--- src/rtl/cx_dma_types.sv ---
// -----------------------------------------------------------------------------
// cx_dma_types
// Shared types for the CX DMA unit and its per-CXU front ends.
//   - track_id_t / track_entry_t : tracker ID and {end, base} tracker entry
//   - burst_state_t              : state encoding of cx_dma_burst_gen
//   - dma_desc_t                 : CXU transfer descriptor {addr, len, dir}
//   - beat_size()                : AXI AxSIZE encoding for a beat width in bytes
// -----------------------------------------------------------------------------
package cx_dma_types;

   localparam int CX_ADDR_WIDTH     = 32;
   localparam int CX_LEN_WIDTH      = 16;
   localparam int CX_TRACK_ID_WIDTH = 4;

   typedef logic [CX_TRACK_ID_WIDTH-1:0] track_id_t;

   typedef struct packed {
      logic [CX_ADDR_WIDTH-1:0] end_addr;
      logic [CX_ADDR_WIDTH-1:0] base_addr;
   } track_entry_t;

   typedef enum logic [2:0] {
      ST_IDLE    = 3'd0,
      ST_CALC    = 3'd1,
      ST_ALLOC   = 3'd2,
      ST_WAIT_ID = 3'd3,
      ST_ISSUE   = 3'd4
   } burst_state_t;

   typedef struct packed {
      logic [CX_ADDR_WIDTH-1:0] addr;
      logic [CX_LEN_WIDTH-1:0]  len;
      logic                     dir;   // 0 = read, 1 = write
   } dma_desc_t;

   // AxSIZE field: log2 of the number of bytes per beat.
   function automatic logic [2:0] beat_size(input int beat_bytes);
      return 3'($clog2(beat_bytes));
   endfunction

endpackage

--- src/rtl/cx_dma_burst_calc.sv ---
// -----------------------------------------------------------------------------
// cx_dma_burst_calc
// Combinational length of the next INCR burst of a transfer:
//   bytes = min(remaining, MAX_BEATS*BEAT_BYTES, BOUNDARY - (addr mod BOUNDARY))
//   end   = addr + bytes - 1
// Ports:
//   i_addr      : current burst start address
//   i_remaining : bytes still to transfer (non-zero when used)
//   o_bytes     : bytes covered by this burst
//   o_end       : address of the last byte of this burst
// -----------------------------------------------------------------------------
module cx_dma_burst_calc #(
   parameter int ADDR_WIDTH = 32,
   parameter int LEN_WIDTH  = 16,
   parameter int BEAT_BYTES = 8,
   parameter int MAX_BEATS  = 16,
   parameter int BOUNDARY   = 4096
) (
   input  logic [ADDR_WIDTH-1:0] i_addr,
   input  logic [LEN_WIDTH-1:0]  i_remaining,
   output logic [LEN_WIDTH-1:0]  o_bytes,
   output logic [ADDR_WIDTH-1:0] o_end
);

   // One bit wider than the widest operand so that the boundary room
   // (which may equal BOUNDARY itself) and the end sum never overflow
   // before the final truncation.
   localparam int CW = ((ADDR_WIDTH > LEN_WIDTH) ? ADDR_WIDTH : LEN_WIDTH) + 1;

   logic [CW-1:0] rem_w;
   logic [CW-1:0] cap_w;
   logic [CW-1:0] room_w;
   logic [CW-1:0] lim_w;
   logic [CW-1:0] bytes_w;
   logic [CW-1:0] end_w;

   always_comb begin
      rem_w   = CW'(i_remaining);
      cap_w   = CW'(MAX_BEATS * BEAT_BYTES);
      room_w  = CW'(BOUNDARY) - CW'(i_addr & ADDR_WIDTH'(BOUNDARY - 1));
      lim_w   = (rem_w < cap_w) ? rem_w : cap_w;
      bytes_w = (lim_w < room_w) ? lim_w : room_w;
      // A transfer running past the top of the address space wraps here;
      // callers are expected never to request one.
      end_w   = CW'(i_addr) + bytes_w - CW'(1);
   end

   // bytes_w never exceeds the remaining length, so it fits LEN_WIDTH.
   assign o_bytes = LEN_WIDTH'(bytes_w);
   assign o_end   = ADDR_WIDTH'(end_w);

endmodule

--- src/rtl/cx_dma_burst_gen.sv ---
// -----------------------------------------------------------------------------
// cx_dma_burst_gen
// Per-CXU DMA request generator. Accepts one descriptor {addr, len, dir},
// splits it into AXI-legal INCR bursts, allocates a tracker entry for each
// burst and issues the read or write request tagged with the returned ID.
//
// Optional feature macro: CX_DMA_BURST_STATS_EN
//   defined   : o_burst_cnt counts ISSUE handshakes (wraps at 2^16)
//   undefined : o_burst_cnt tied to 0, no counter built
//
// Ports:
//   i_clk, i_rst_n                 : clock, asynchronous active-low reset
//   s_desc_*                       : descriptor in (valid/ready, addr, len, dir)
//   m_alloc_valid/ready/data       : tracker alloc request, data = {end, base}
//   s_alloc_resp_valid/ready/data  : tracker alloc response (track ID)
//   m_rd_valid/ready, m_wr_valid/ready : memory request handshakes
//   m_req_base/end/size/id         : burst first/last byte, AxSIZE, track ID
//   o_busy                         : descriptor in progress
//   o_done / o_err                 : one-cycle completion / rejection pulses
//   o_burst_cnt                    : issued-burst counter (see macro above)
// -----------------------------------------------------------------------------
module cx_dma_burst_gen
   import cx_dma_types::*;
#(
   parameter int ADDR_WIDTH     = CX_ADDR_WIDTH,
   parameter int LEN_WIDTH      = CX_LEN_WIDTH,
   parameter int BEAT_BYTES     = 8,
   parameter int MAX_BEATS      = 16,
   parameter int BOUNDARY       = 4096,
   parameter int TRACK_ID_WIDTH = CX_TRACK_ID_WIDTH
) (
   input  logic                      i_clk,
   input  logic                      i_rst_n,

   input  logic                      s_desc_valid,
   output logic                      s_desc_ready,
   input  logic [ADDR_WIDTH-1:0]     s_desc_addr,
   input  logic [LEN_WIDTH-1:0]      s_desc_len,
   input  logic                      s_desc_dir,

   output logic                      m_alloc_valid,
   input  logic                      m_alloc_ready,
   output logic [2*ADDR_WIDTH-1:0]   m_alloc_data,

   input  logic                      s_alloc_resp_valid,
   output logic                      s_alloc_resp_ready,
   input  logic [TRACK_ID_WIDTH-1:0] s_alloc_resp_data,

   output logic                      m_rd_valid,
   input  logic                      m_rd_ready,
   output logic                      m_wr_valid,
   input  logic                      m_wr_ready,
   output logic [ADDR_WIDTH-1:0]     m_req_base,
   output logic [ADDR_WIDTH-1:0]     m_req_end,
   output logic [2:0]                m_req_size,
   output logic [TRACK_ID_WIDTH-1:0] m_req_id,

   output logic                      o_busy,
   output logic                      o_done,
   output logic                      o_err,
   output logic [15:0]               o_burst_cnt
);

   localparam logic [2:0] REQ_SIZE = beat_size(BEAT_BYTES);

   burst_state_t              state_q, state_d;
   logic [ADDR_WIDTH-1:0]     addr_q, addr_d;     // start of the next burst
   logic [LEN_WIDTH-1:0]      rem_q, rem_d;       // bytes not yet issued
   logic                      dir_q, dir_d;
   logic [ADDR_WIDTH-1:0]     base_q, base_d;     // current burst first byte
   logic [ADDR_WIDTH-1:0]     end_q, end_d;       // current burst last byte
   logic [LEN_WIDTH-1:0]      bytes_q, bytes_d;   // current burst size
   logic [TRACK_ID_WIDTH-1:0] id_q, id_d;
   logic                      done_q, done_d;
   logic                      err_q, err_d;

   logic [LEN_WIDTH-1:0]      calc_bytes;
   logic [ADDR_WIDTH-1:0]     calc_end;
   logic                      desc_misaligned;
   logic                      req_ready;

   // Burst length for the current address / remaining count. Only sampled
   // in CALC, where addr_q and rem_q are stable.
   cx_dma_burst_calc #(
      .ADDR_WIDTH (ADDR_WIDTH),
      .LEN_WIDTH  (LEN_WIDTH),
      .BEAT_BYTES (BEAT_BYTES),
      .MAX_BEATS  (MAX_BEATS),
      .BOUNDARY   (BOUNDARY)
   ) u_calc (
      .i_addr      (addr_q),
      .i_remaining (rem_q),
      .o_bytes     (calc_bytes),
      .o_end       (calc_end)
   );

   assign desc_misaligned = ((s_desc_addr & ADDR_WIDTH'(BEAT_BYTES - 1)) != '0) ||
                            ((s_desc_len  & LEN_WIDTH'(BEAT_BYTES - 1))  != '0);

   // Only the port matching the latched direction is ever raised.
   assign req_ready = dir_q ? m_wr_ready : m_rd_ready;

   always_comb begin
      state_d = state_q;
      addr_d  = addr_q;
      rem_d   = rem_q;
      dir_d   = dir_q;
      base_d  = base_q;
      end_d   = end_q;
      bytes_d = bytes_q;
      id_d    = id_q;
      done_d  = 1'b0;
      err_d   = 1'b0;

      case (state_q)
         ST_IDLE: begin
            if (s_desc_valid) begin
               addr_d = s_desc_addr;
               rem_d  = s_desc_len;
               dir_d  = s_desc_dir;
               if (desc_misaligned) begin
                  err_d = 1'b1;
               end else if (s_desc_len == '0) begin
                  done_d = 1'b1;
               end else begin
                  state_d = ST_CALC;
               end
            end
         end

         ST_CALC: begin
            base_d  = addr_q;
            end_d   = calc_end;
            bytes_d = calc_bytes;
            state_d = ST_ALLOC;
         end

         ST_ALLOC: begin
            if (m_alloc_ready) begin
               state_d = ST_WAIT_ID;
            end
         end

         ST_WAIT_ID: begin
            if (s_alloc_resp_valid) begin
               id_d    = s_alloc_resp_data;
               state_d = ST_ISSUE;
            end
         end

         ST_ISSUE: begin
            if (req_ready) begin
               addr_d = addr_q + ADDR_WIDTH'(bytes_q);
               rem_d  = rem_q - bytes_q;
               if (rem_q == bytes_q) begin
                  done_d  = 1'b1;
                  state_d = ST_IDLE;
               end else begin
                  state_d = ST_CALC;
               end
            end
         end

         default: begin
            state_d = ST_IDLE;
         end
      endcase
   end

   always_ff @(posedge i_clk or negedge i_rst_n) begin
      if (!i_rst_n) begin
         state_q <= ST_IDLE;
         addr_q  <= '0;
         rem_q   <= '0;
         dir_q   <= 1'b0;
         base_q  <= '0;
         end_q   <= '0;
         bytes_q <= '0;
         id_q    <= '0;
         done_q  <= 1'b0;
         err_q   <= 1'b0;
      end else begin
         state_q <= state_d;
         addr_q  <= addr_d;
         rem_q   <= rem_d;
         dir_q   <= dir_d;
         base_q  <= base_d;
         end_q   <= end_d;
         bytes_q <= bytes_d;
         id_q    <= id_d;
         done_q  <= done_d;
         err_q   <= err_d;
      end
   end

   // Handshake controls decode the registered state only, so no input
   // valid/ready can reach an output valid within the same cycle.
   assign s_desc_ready       = (state_q == ST_IDLE);
   assign m_alloc_valid      = (state_q == ST_ALLOC);
   assign s_alloc_resp_ready = (state_q == ST_WAIT_ID);
   assign m_rd_valid         = (state_q == ST_ISSUE) && !dir_q;
   assign m_wr_valid         = (state_q == ST_ISSUE) &&  dir_q;
   assign o_busy             = (state_q != ST_IDLE);

   assign m_alloc_data = {end_q, base_q};
   assign m_req_base   = base_q;
   assign m_req_end    = end_q;
   assign m_req_size   = REQ_SIZE;
   assign m_req_id     = id_q;
   assign o_done       = done_q;
   assign o_err        = err_q;

`ifdef CX_DMA_BURST_STATS_EN
   logic [15:0] burst_cnt_q, burst_cnt_d;
   logic        burst_fire;

   assign burst_fire = (state_q == ST_ISSUE) && req_ready;

   always_comb begin
      burst_cnt_d = burst_cnt_q;
      if (burst_fire) begin
         burst_cnt_d = burst_cnt_q + 16'd1;
      end
   end

   always_ff @(posedge i_clk or negedge i_rst_n) begin
      if (!i_rst_n) begin
         burst_cnt_q <= '0;
      end else begin
         burst_cnt_q <= burst_cnt_d;
      end
   end

   assign o_burst_cnt = burst_cnt_q;
`else
   assign o_burst_cnt = '0;
`endif

endmodule

--- config.mk ---
export PLATFORM = sky130hd
export DESIGN_NAME = cx_dma_burst_gen
export DESIGN_NICKNAME = d
export VERILOG_FILES = /design/src/rtl/cx_dma_types.sv /design/src/rtl/cx_dma_burst_calc.sv /design/src/rtl/cx_dma_burst_gen.sv
export SDC_FILE = /design/constraint.sdc
export NUM_CORES = 1
export LEC_CHECK = 0
export BUFFER_PORTS_ARGS = -buffer_cell sky130_fd_sc_hd__buf_2
export CAP_MARGIN = 20
export CORE_MARGIN = 4
export CORE_UTILIZATION = 45
export DETAILED_ROUTE_END_ITERATION = 6
export GPL_ROUTABILITY_DRIVEN = 0
export PLACE_DENSITY = 0.67
export SYNTH_ARGS = -nofsm -noshare
export SYNTH_HDL_FRONTEND = slang
export SYNTH_HIERARCHICAL = 1
export SYNTH_SLANG_ARGS = --single-unit
--- constraint.sdc ---
create_clock -name i_clk -period 7.7 [get_ports i_clk]
set_clock_uncertainty 0.15 [all_clocks]
set_input_delay 0.385 -clock i_clk [delete_from_list [all_inputs] [get_ports i_clk]]
set_output_delay 0.385 -clock i_clk [all_outputs]
set_load 0.03 [all_outputs]
Word-level counts from Yosys, hierarchy flattened:

Cells that the tools add are included.

* register bits after elaboration: 138
* output and inout bits: 159

* eq/ne operators: 11
* muxes and demuxes: 26
* add/sub/neg operators: 5
* order comparisons: 2
* reduce and logical (&&, ||, !) cells: 14

Operator list (number)
* 2-to-1 mux 32 bit: 3
* case mux 32 bit (2 select lines): 1
* 2-to-1 mux 16 bit: 3
* < comparator 16 x 33 -> 1 bit: 1
* adder 32 x 16 -> 32 bit: 1
* adder 32 bit: 1
* case mux 16 bit (2 select lines): 1
* nonzero test 32 bit: 1
* subtractor 32 x 1 -> 32 bit (second input constant): 1
* 2-to-1 mux 3 bit: 6
* == test 16 bit: 1
* logical NOT 16 bit: 1
* < comparator 16 x 8 -> 1 bit (second input constant): 1
* nonzero test 16 bit: 1
* subtractor 16 bit: 1
* case mux 3 bit (5 select lines): 1
* subtractor 13 x 12 -> 14 bit (first input constant): 1
* 2-to-1 mux 1 bit: 10
* inequality test 2 bit (second input constant): 5
* == test 3 x 2 -> 1 bit (second input constant): 2
* AND reduction 6 bit: 1
* AND reduction 2 bit: 2
* == test 3 x 1 -> 1 bit (second input constant): 1
* == test 3 bit (second input constant): 1
* 9 further kinds: 10

Depth between registers and ports, before layout:

Gate-level depths: netlist (run 1).

* word-level depth: 6
* depth in mapped cells: 25
* mapped depth without buffers: 22

Hierarchy:

The synthesis (run 1) kept the hierarchy.

Modules (own cells, without submodules)
* cx_dma_burst_gen: area each 8152.8 sq um, cells each 833, times used 1, seq. area each 3453.3 sq um
* cx_dma_burst_calc: area each 2979.1 sq um, cells each 435, times used 1, seq. area each 0.0 sq um

Least setup slack after synthesis (run 1):

OpenSTA, ideal clock, no wires.

* kind: reg-to-reg
* from: register addr_q[2]
* to: register end_q[19], in the netlist m_req_end[19]
* slack: 2.221 ns
* stages on the path, launching flop included: 25
* path buffers: 2
* setup time: 0.125 ns
* clock period less this slack: 5.479 ns
* data required time: 7.425 ns
* arrival: 5.204 ns
* path through: dfrtp_1 > nor2_1 > nand3_1 > or3_1 > nor2_1 > xnor2_1 > ha_1 > a21o_1 > a21oi_1 > nor2_1 > or4_1 > buf_6 > buf_4 > mux2i_1 > ha_1 > inv_1 > ha_1 > fa_1 > a21o_1 > a221oi_2 > o221a_2 > o21ai_0 > a21oi_1 > xnor2_1 > mux2_2

* cells in the longest elaborated chain, start to end: 5

Ends and longest elaborated chain
* start: declaration: line cx_dma_burst_gen.sv:67 `logic [ADDR_WIDTH-1:0] addr_q, addr_d;`
* start signal: assignment: line cx_dma_burst_gen.sv:184 `addr_q <= addr_d;`
* subtractor 13 x 12 -> 14 bit: line cx_dma_burst_calc.sv:40 `room_w = CW'(BOUNDARY) - CW'(i_addr & ADDR_WIDTH'(BOUNDARY - 1));`
* < comparator 16 x 33 -> 1 bit: line cx_dma_burst_calc.sv:42 `bytes_w = (lim_w < room_w) ? lim_w : room_w;`
* 2-to-1 mux 32 bit: line cx_dma_burst_calc.sv:42
* adder 32 bit *: line cx_dma_burst_calc.sv:45 `end_w = CW'(i_addr) + bytes_w - CW'(1);`
* subtractor 32 x 1 -> 32 bit *: line cx_dma_burst_calc.sv:45
* net calc_end[19]: line cx_dma_burst_gen.sv:78 `logic [ADDR_WIDTH-1:0] calc_end;`
* end signal: assignment: line cx_dma_burst_gen.sv:188 `end_q <= end_d;`
* end: declaration: line cx_dma_burst_gen.sv:71 `logic [ADDR_WIDTH-1:0] end_q, end_d;`

The timed path passes the listed nets; every way through them passes the cells marked *.
A chain may end at the register's enable or synchronous reset.

Worst setup path after layout (run 1):

* from: register addr_q[2]
* to: register end_q[23], in the netlist m_req_end[23]

The elaborated chain is that of the path after synthesis.

==> run metrics, run 1 <==
initial antenna violation count=1; final setup vio count=0; total number of vias=9499; Worst R2R End=m_req_end[23]$_DFFE_PN0P_; drt total wl=29300 µm; number of unique standard cell types used by synthesis=88; Area after DPL=11800 µm²; number of port buffers=199; Worst Hold Class=primary input to flip-flop; met3 usage=3.52%; Synth Instances=1268; RSZ-0062 raised after global routing=false; H-tree levels=4; Core ar.=24300 µm²; grt met1 use=30.2%; Wirelength per Cell=17.0 µm; Most Crowded Layer GR=met2; Area Overhead vs Synth=11.7%; pin count of the biggest net entering global routing=75; ANT cells=0; number of global-route vias before repair=9123; Final WS setup=1020 ps; Remaining DRCs=0; CTS Root Cell=clkbuf_16; worst hold path depth=3; hold path endpoint=addr_q[23]$_DFFE_PN0P_; met2 usage in global routing=33.6%; Worst Path Arrival=6840 ps; clock insertion delay at the later pin of the skew report=430 ps; outcome=finished, final reports clean; Die W=165 µm; Worst Tran Pin Value=1070 ps; share of layout cells above drive strength 1=24.4%; Async SR Flop Fraction=100%; Max Fclk=150 MHz; Setup TNS=0 ps; clock tree buffer depth=2; DR vias/cell=5.49; CTS tree=built; final net count=1546; minimum clock period=6680 ps; Worst slew margin=28.5%; synthesized area=11100 µm²; synthesized flop and latch total=138; Die ar.=27300 µm²; Hold Crit Start=s_desc_addr[23]; post-DP HPWL=22000 µm; Yosys top cell area share=31.0%; sequential-to-total area share from yosys stat=31.0%; max_cap viols=0; final slew viol count=0; Ys Warns=6; # IOs=219; drt pass-1 iters=5; Initial DRC Count=620; crit path kind=flip-flop to flip-flop; Initial Util=45.8%; Critical Path End Type=flip-flop; R2R Path Start=addr_q[2]$_DFFE_PN0P_; total gr overflow=0; cell accounting for the most synthesized area=dfrtp_1; CTS-repair resized insts=0; Critical Path Source Type=flip-flop; CTS sink count=138; first-pass GRT wire length=47100 µm; die height=165 µm; worst-path fanout max=26; ANT nets after route=0; fillcell total=2290; Avg Cell Area, Syn=8.78 µm²; WP data required=7860 ps; DP Worst Slack=1130 ps; Num CTS Buffers=17; Synth area leaders=dfrtp_1, ha_1, mux2_2; design area=12400 µm²; Worst Reg2Reg Path Length in Cells=21; Synth Flop Type=dfrtp_1; EDFF count, synth=0; clk slew on worst S/H paths=70 ps; Final Hold Fails=0; fin crit share=86.8%; Cell Rows=57; FF-to-FF setup slack=1020 ps; Tot GR Track Use=21.4%
[through the flow]
| step | utilization, % | hold WS [ps] | std cells |
|---|---|---|---|
| floorplan | - | -60.6 | 1294 |
| global placement | 48.7 | 308 | 1696 |
| detailed placement | 48.7 | 314 | 1696 |
| CTS | 51.1 | 17.5 | 1730 |
| global route | 51.1 | 19.6 | 1730 |
| finish | 51.1 | 34.0 | 1730 |
[critical path: stages (launching register included)]
cell	delay, ps
dfrtp_1	470
nor2_1	230
nand3_1	140
or3_1	400
nor4_1	300
xnor2_1	220
ha_1	170
nand4_1	110
a2111o_1	400
a31oi_1	130
or4_1	840
mux2_2	430
ha_1	280
inv_1	70
fa_1	460
a21o_1	220
a221oi_2	440
o221a_2	390
o21ai_0	100
a21boi_0	240
xnor2_1	110
mux2_2	270
[how the worst max path moves through the flow]
stage | from | endpoint | slack (ps)
after detailed placement | addr_q[2]$_DFFE_PN0P_ | m_req_end[23]$_DFFE_PN0P_ | 1130
after global routing | addr_q[2]$_DFFE_PN0P_ | m_req_end[19]$_DFFE_PN0P_ | 610
after floorplan | addr_q[2]$_DFFE_PN0P_ | m_req_end[19]$_DFFE_PN0P_ | 2220
final | addr_q[2]$_DFFE_PN0P_ | m_req_end[23]$_DFFE_PN0P_ | 1020
after global placement | addr_q[2]$_DFFE_PN0P_ | m_req_end[31]$_DFFE_PN0P_ | 1380
after CTS | addr_q[2]$_DFFE_PN0P_ | m_req_end[23]$_DFFE_PN0P_ | 1090
[cell families after synthesis]
kind of cell    count (synthesis)  synth area share, %
mux                            90                 9.04
xor+xnor                       55                 4.33
buf+inv                       237                 11.4
other cells                     4                0.135
simple gates                  336                 14.8
compound gates                315                 18.6
flops                         138                 31.0
fa+ha+maj                      93                 10.7
[cell usage after synthesis (7+ instances only)]
cell type    n
a21o_1      25
a21oi_1     99
a31oi_1     20
and2_1      12
and3_1      15
buf_2       19
buf_4       87
clkbuf_1    14
dfrtp_1    138
ha_1        90
inv_1      108
mux2_2      76
mux2i_1     12
nand2_1     93
nand2b_1     9
nand3_1     26
nand4_1     16
nor2_1      89
nor2b_1     14
nor3_1      21
o211ai_1    10
o21a_1       9
o21ai_0     54
o21ai_1     10
o21bai_1     7
o22ai_1      9
xnor2_1     40
xor2_1      15
[per-layer routing]
metal / part of all wire [%] / up-vias / routed length [µm]
met3: 5.9 / 53 / 1740
met2: 44 / 339 / 13000
met4: 2.4 / 2 / 691
met1: 47 / 4472 / 13900
li1: - / 4633 / -
met5: 0.044 / - / 13
[what timing repair did]
action / 4_1_cts / 5_1_grt
buffers inserted: 0 / 0
hold buffers: 2 / 0
hold endpoints to repair: 74 / 0
[area by class of cell]
type | instances | area, µm² | area share (%)
clock buffers | 17 | 425 | 3.42
clock inverters | 15 | 141 | 1.14
inverters | 109 | 409 | 3.29
multi-input cells | 919 | 6520 | 52.5
flip-flops and latches | 138 | 3450 | 27.8
well taps | 324 | 405 | 3.26
repair buffers | 208 | 1070 | 8.65
[flip-flops by register name (all words and copies together) (netlist names), 3 cells and up]
name and flops:
state_q 3, bytes_q 16, m_req_base 32, rem_q 16, m_req_end 32, addr_q 32
m_req_id 4
[placed cells by master, fill, tap and decap left out, drive strengths merged, types with 9 or more instances in the layout]
cell      n
buf     206
dfrtp   138
inv     113
a21oi   102
nand2    96
ha       90
nor2     90
mux2     78
o21ai    66
xnor2    40
conb     30
nand3    27
a21o     25
nor3     22
a31oi    20
clkbuf   17
nand4    16
xor2     15
and3     15
nor2b    14
mux2i    12
and2     12
o211ai   10
nand2b    9
o22ai     9
o21a      9
Power of run 1 is left out: the tool's default activity adds up to more than one toggle a clock period on the data nets, which glitch-free logic cannot reach.
==> run 2: changes to the inputs <==
==> constraint.sdc (replaced) <==
create_clock -name i_clk -period 7.7 [get_ports i_clk]
set_clock_uncertainty 0.15 [all_clocks]
set_input_delay 0.77 -clock i_clk [delete_from_list [all_inputs] [get_ports i_clk]]
set_output_delay 0.77 -clock i_clk [all_outputs]
set_load 0.03 [all_outputs]
==> run metrics, run 2 (synthesis results as in run 1) <==
Tot GR Track Use=21.4% (about the same); Max Fclk=150 MHz (about the same); final slew viol count=0 (unchanged); Worst Tran Pin Value=1070 ps (-5.42 ps); total number of vias=9544 (+0.47%); Cell Rows=57 (unchanged); CTS-repair resized insts=0 (unchanged); RSZ-0062 raised after global routing=false; clock tree buffer depth=2 (unchanged); CP max stage delay=840 ps (about the same); clk slew on worst S/H paths=70 ps (about the same); initial antenna violation count=1 (unchanged); design area=12400 µm² (-0.16%); clock insertion delay at the later pin of the skew report=430 ps (about the same); Area after DPL=11800 µm² (unchanged); Critical Path End Type=flip-flop; fillcell total=2291 (+0.044%); R2R Path Start=addr_q[2]$_DFFE_PN0P_; # IOs=219 (unchanged); drt total wl=29400 µm (+0.25%); Final Hold Fails=0 (unchanged); final setup vio count=0 (unchanged); placed cell count=1696 (unchanged); H-tree levels=4 (unchanged); setup bufs post-CTS=0 (unchanged); Area Overhead vs Synth=11.5%; hold buffer count at cts=0 (-2); final net count=1544 (-0.13%); die height=165 µm (unchanged); Worst Setup SP=addr_q[2]$_DFFE_PN0P_; pin count of the biggest net entering global routing=75 (unchanged); CP top delay family=simple AND/OR/NAND/NOR gates; Wirelength per Cell=17.0 µm (+0.36%); DR vias/cell=5.52 (+0.59%); Bufs and invs on worst path=1 (unchanged); drt pass-1 iters=7 (+2); Initial DRC Count=619 (-0.16%); Worst Hold Class=primary input to async pin; Die W=165 µm (unchanged); CTS Root Cell=clkbuf_16; outcome=finished, final reports clean; first-pass GRT wire length=47100 µm (about the same); CTS sink count=138 (unchanged); Remaining DRCs=0 (unchanged); Num CTS Buffers=17 (unchanged); ANT nets after route=0 (unchanged); number of port buffers=199 (unchanged); Die ar.=27300 µm² (unchanged); ANT cells=0 (unchanged); max_cap viols=0 (unchanged); commonest non-fill, non-tap cells in the layout=buf_2, dfrtp_1, inv_1, a21oi_1, nand2_1; most common cell after layout, fill and taps aside=buf_2; number of global-route vias before repair=9117 (-0.066%); Critical Path Source Type=flip-flop; total gr overflow=0 (unchanged); Worst slew margin=28.9% (+0.36 points); post-DP HPWL=22000 µm (unchanged); Worst Path Arrival=6840 ps (about the same); minimum clock period=6680 ps (-3.01 ps); WP data required=7860 ps (about the same); crit path kind=flip-flop to flip-flop; share of layout cells above drive strength 1=24.4% (+0.035 points); Initial Util=45.8% (unchanged); worst-path fanout max=26 (unchanged); Non-Filler Instances=1728 (-0.12%); CTS tree=built; CP max stage cell=or4_1; crit-path cells=nor2_1 -> nand3_1 -> or3_1 -> nor4_1 -> xnor2_1 -> ha_1 -> nand4_1 -> a2111o_1 -> a31oi_1 -> or4_1 -> mux2_2 -> ha_1 -> inv_1 -> fa_1 -> a21o_1 -> a221oi_2 -> o221a_2 -> o21ai_0 -> a21boi_0 -> xnor2_1 -> mux2_2; Core ar.=24300 µm² (unchanged); Setup TNS=0 ps (unchanged); fin crit share=86.7% (about the same)
## run 2: final cells by class
type / instances / area [µm²] / share of cell area [%]
tap: 324 / 405 / 3.27
clock inverter: 15 / 141 / 1.14
timing repair buffer: 206 / 1050 / 8.50
multi-input combinational: 919 / 6520 / 52.5
sequential: 138 / 3450 / 27.8
clock buffer: 17 / 425 / 3.43
inverter: 109 / 409 / 3.30
## run 2: worst paths after layout
kind / to / slack [ps] / depth (start not counted)
max reg2reg: m_req_end[23]$_DFFE_PN0P_ / 1020 / 21
max in group asynchronous: addr_q[3]$_DFFE_PN0P_ / 5830 / 2
min: m_req_end[20]$_DFFE_PN0P_ / 210 / 1
max: m_req_end[23]$_DFFE_PN0P_ / 1020 / 21
min in group i_clk: m_req_id[0]$_DFFE_PN0P_ / 350 / 1
min reg2reg: m_req_id[0]$_DFFE_PN0P_ / 350 / 1
## run 2: metal layers
metal / wire length, µm / vias to the layer above / track usage (%)
met1: 13700 / 4502 / 30.2
met5: 13 / - / 0
met4: 701 / 2 / 6.69
li1: - / 4633 / -
met3: 1890 / 56 / 3.52
met2: 13100 / 351 / 33.6
## run 2: stage by stage
stage | hold slack [ps] | util [%] | worst slack, ps
floorplan | 324 | - | 2220
global placement | 336 | 48.7 | 1380
detailed placement | 340 | 48.7 | 1130
CTS | 236 | 51.0 | 1090
global route | 275 | 51.0 | 613
finish | 214 | 51.0 | 1020
Power of run 2 is left out for the same reason.
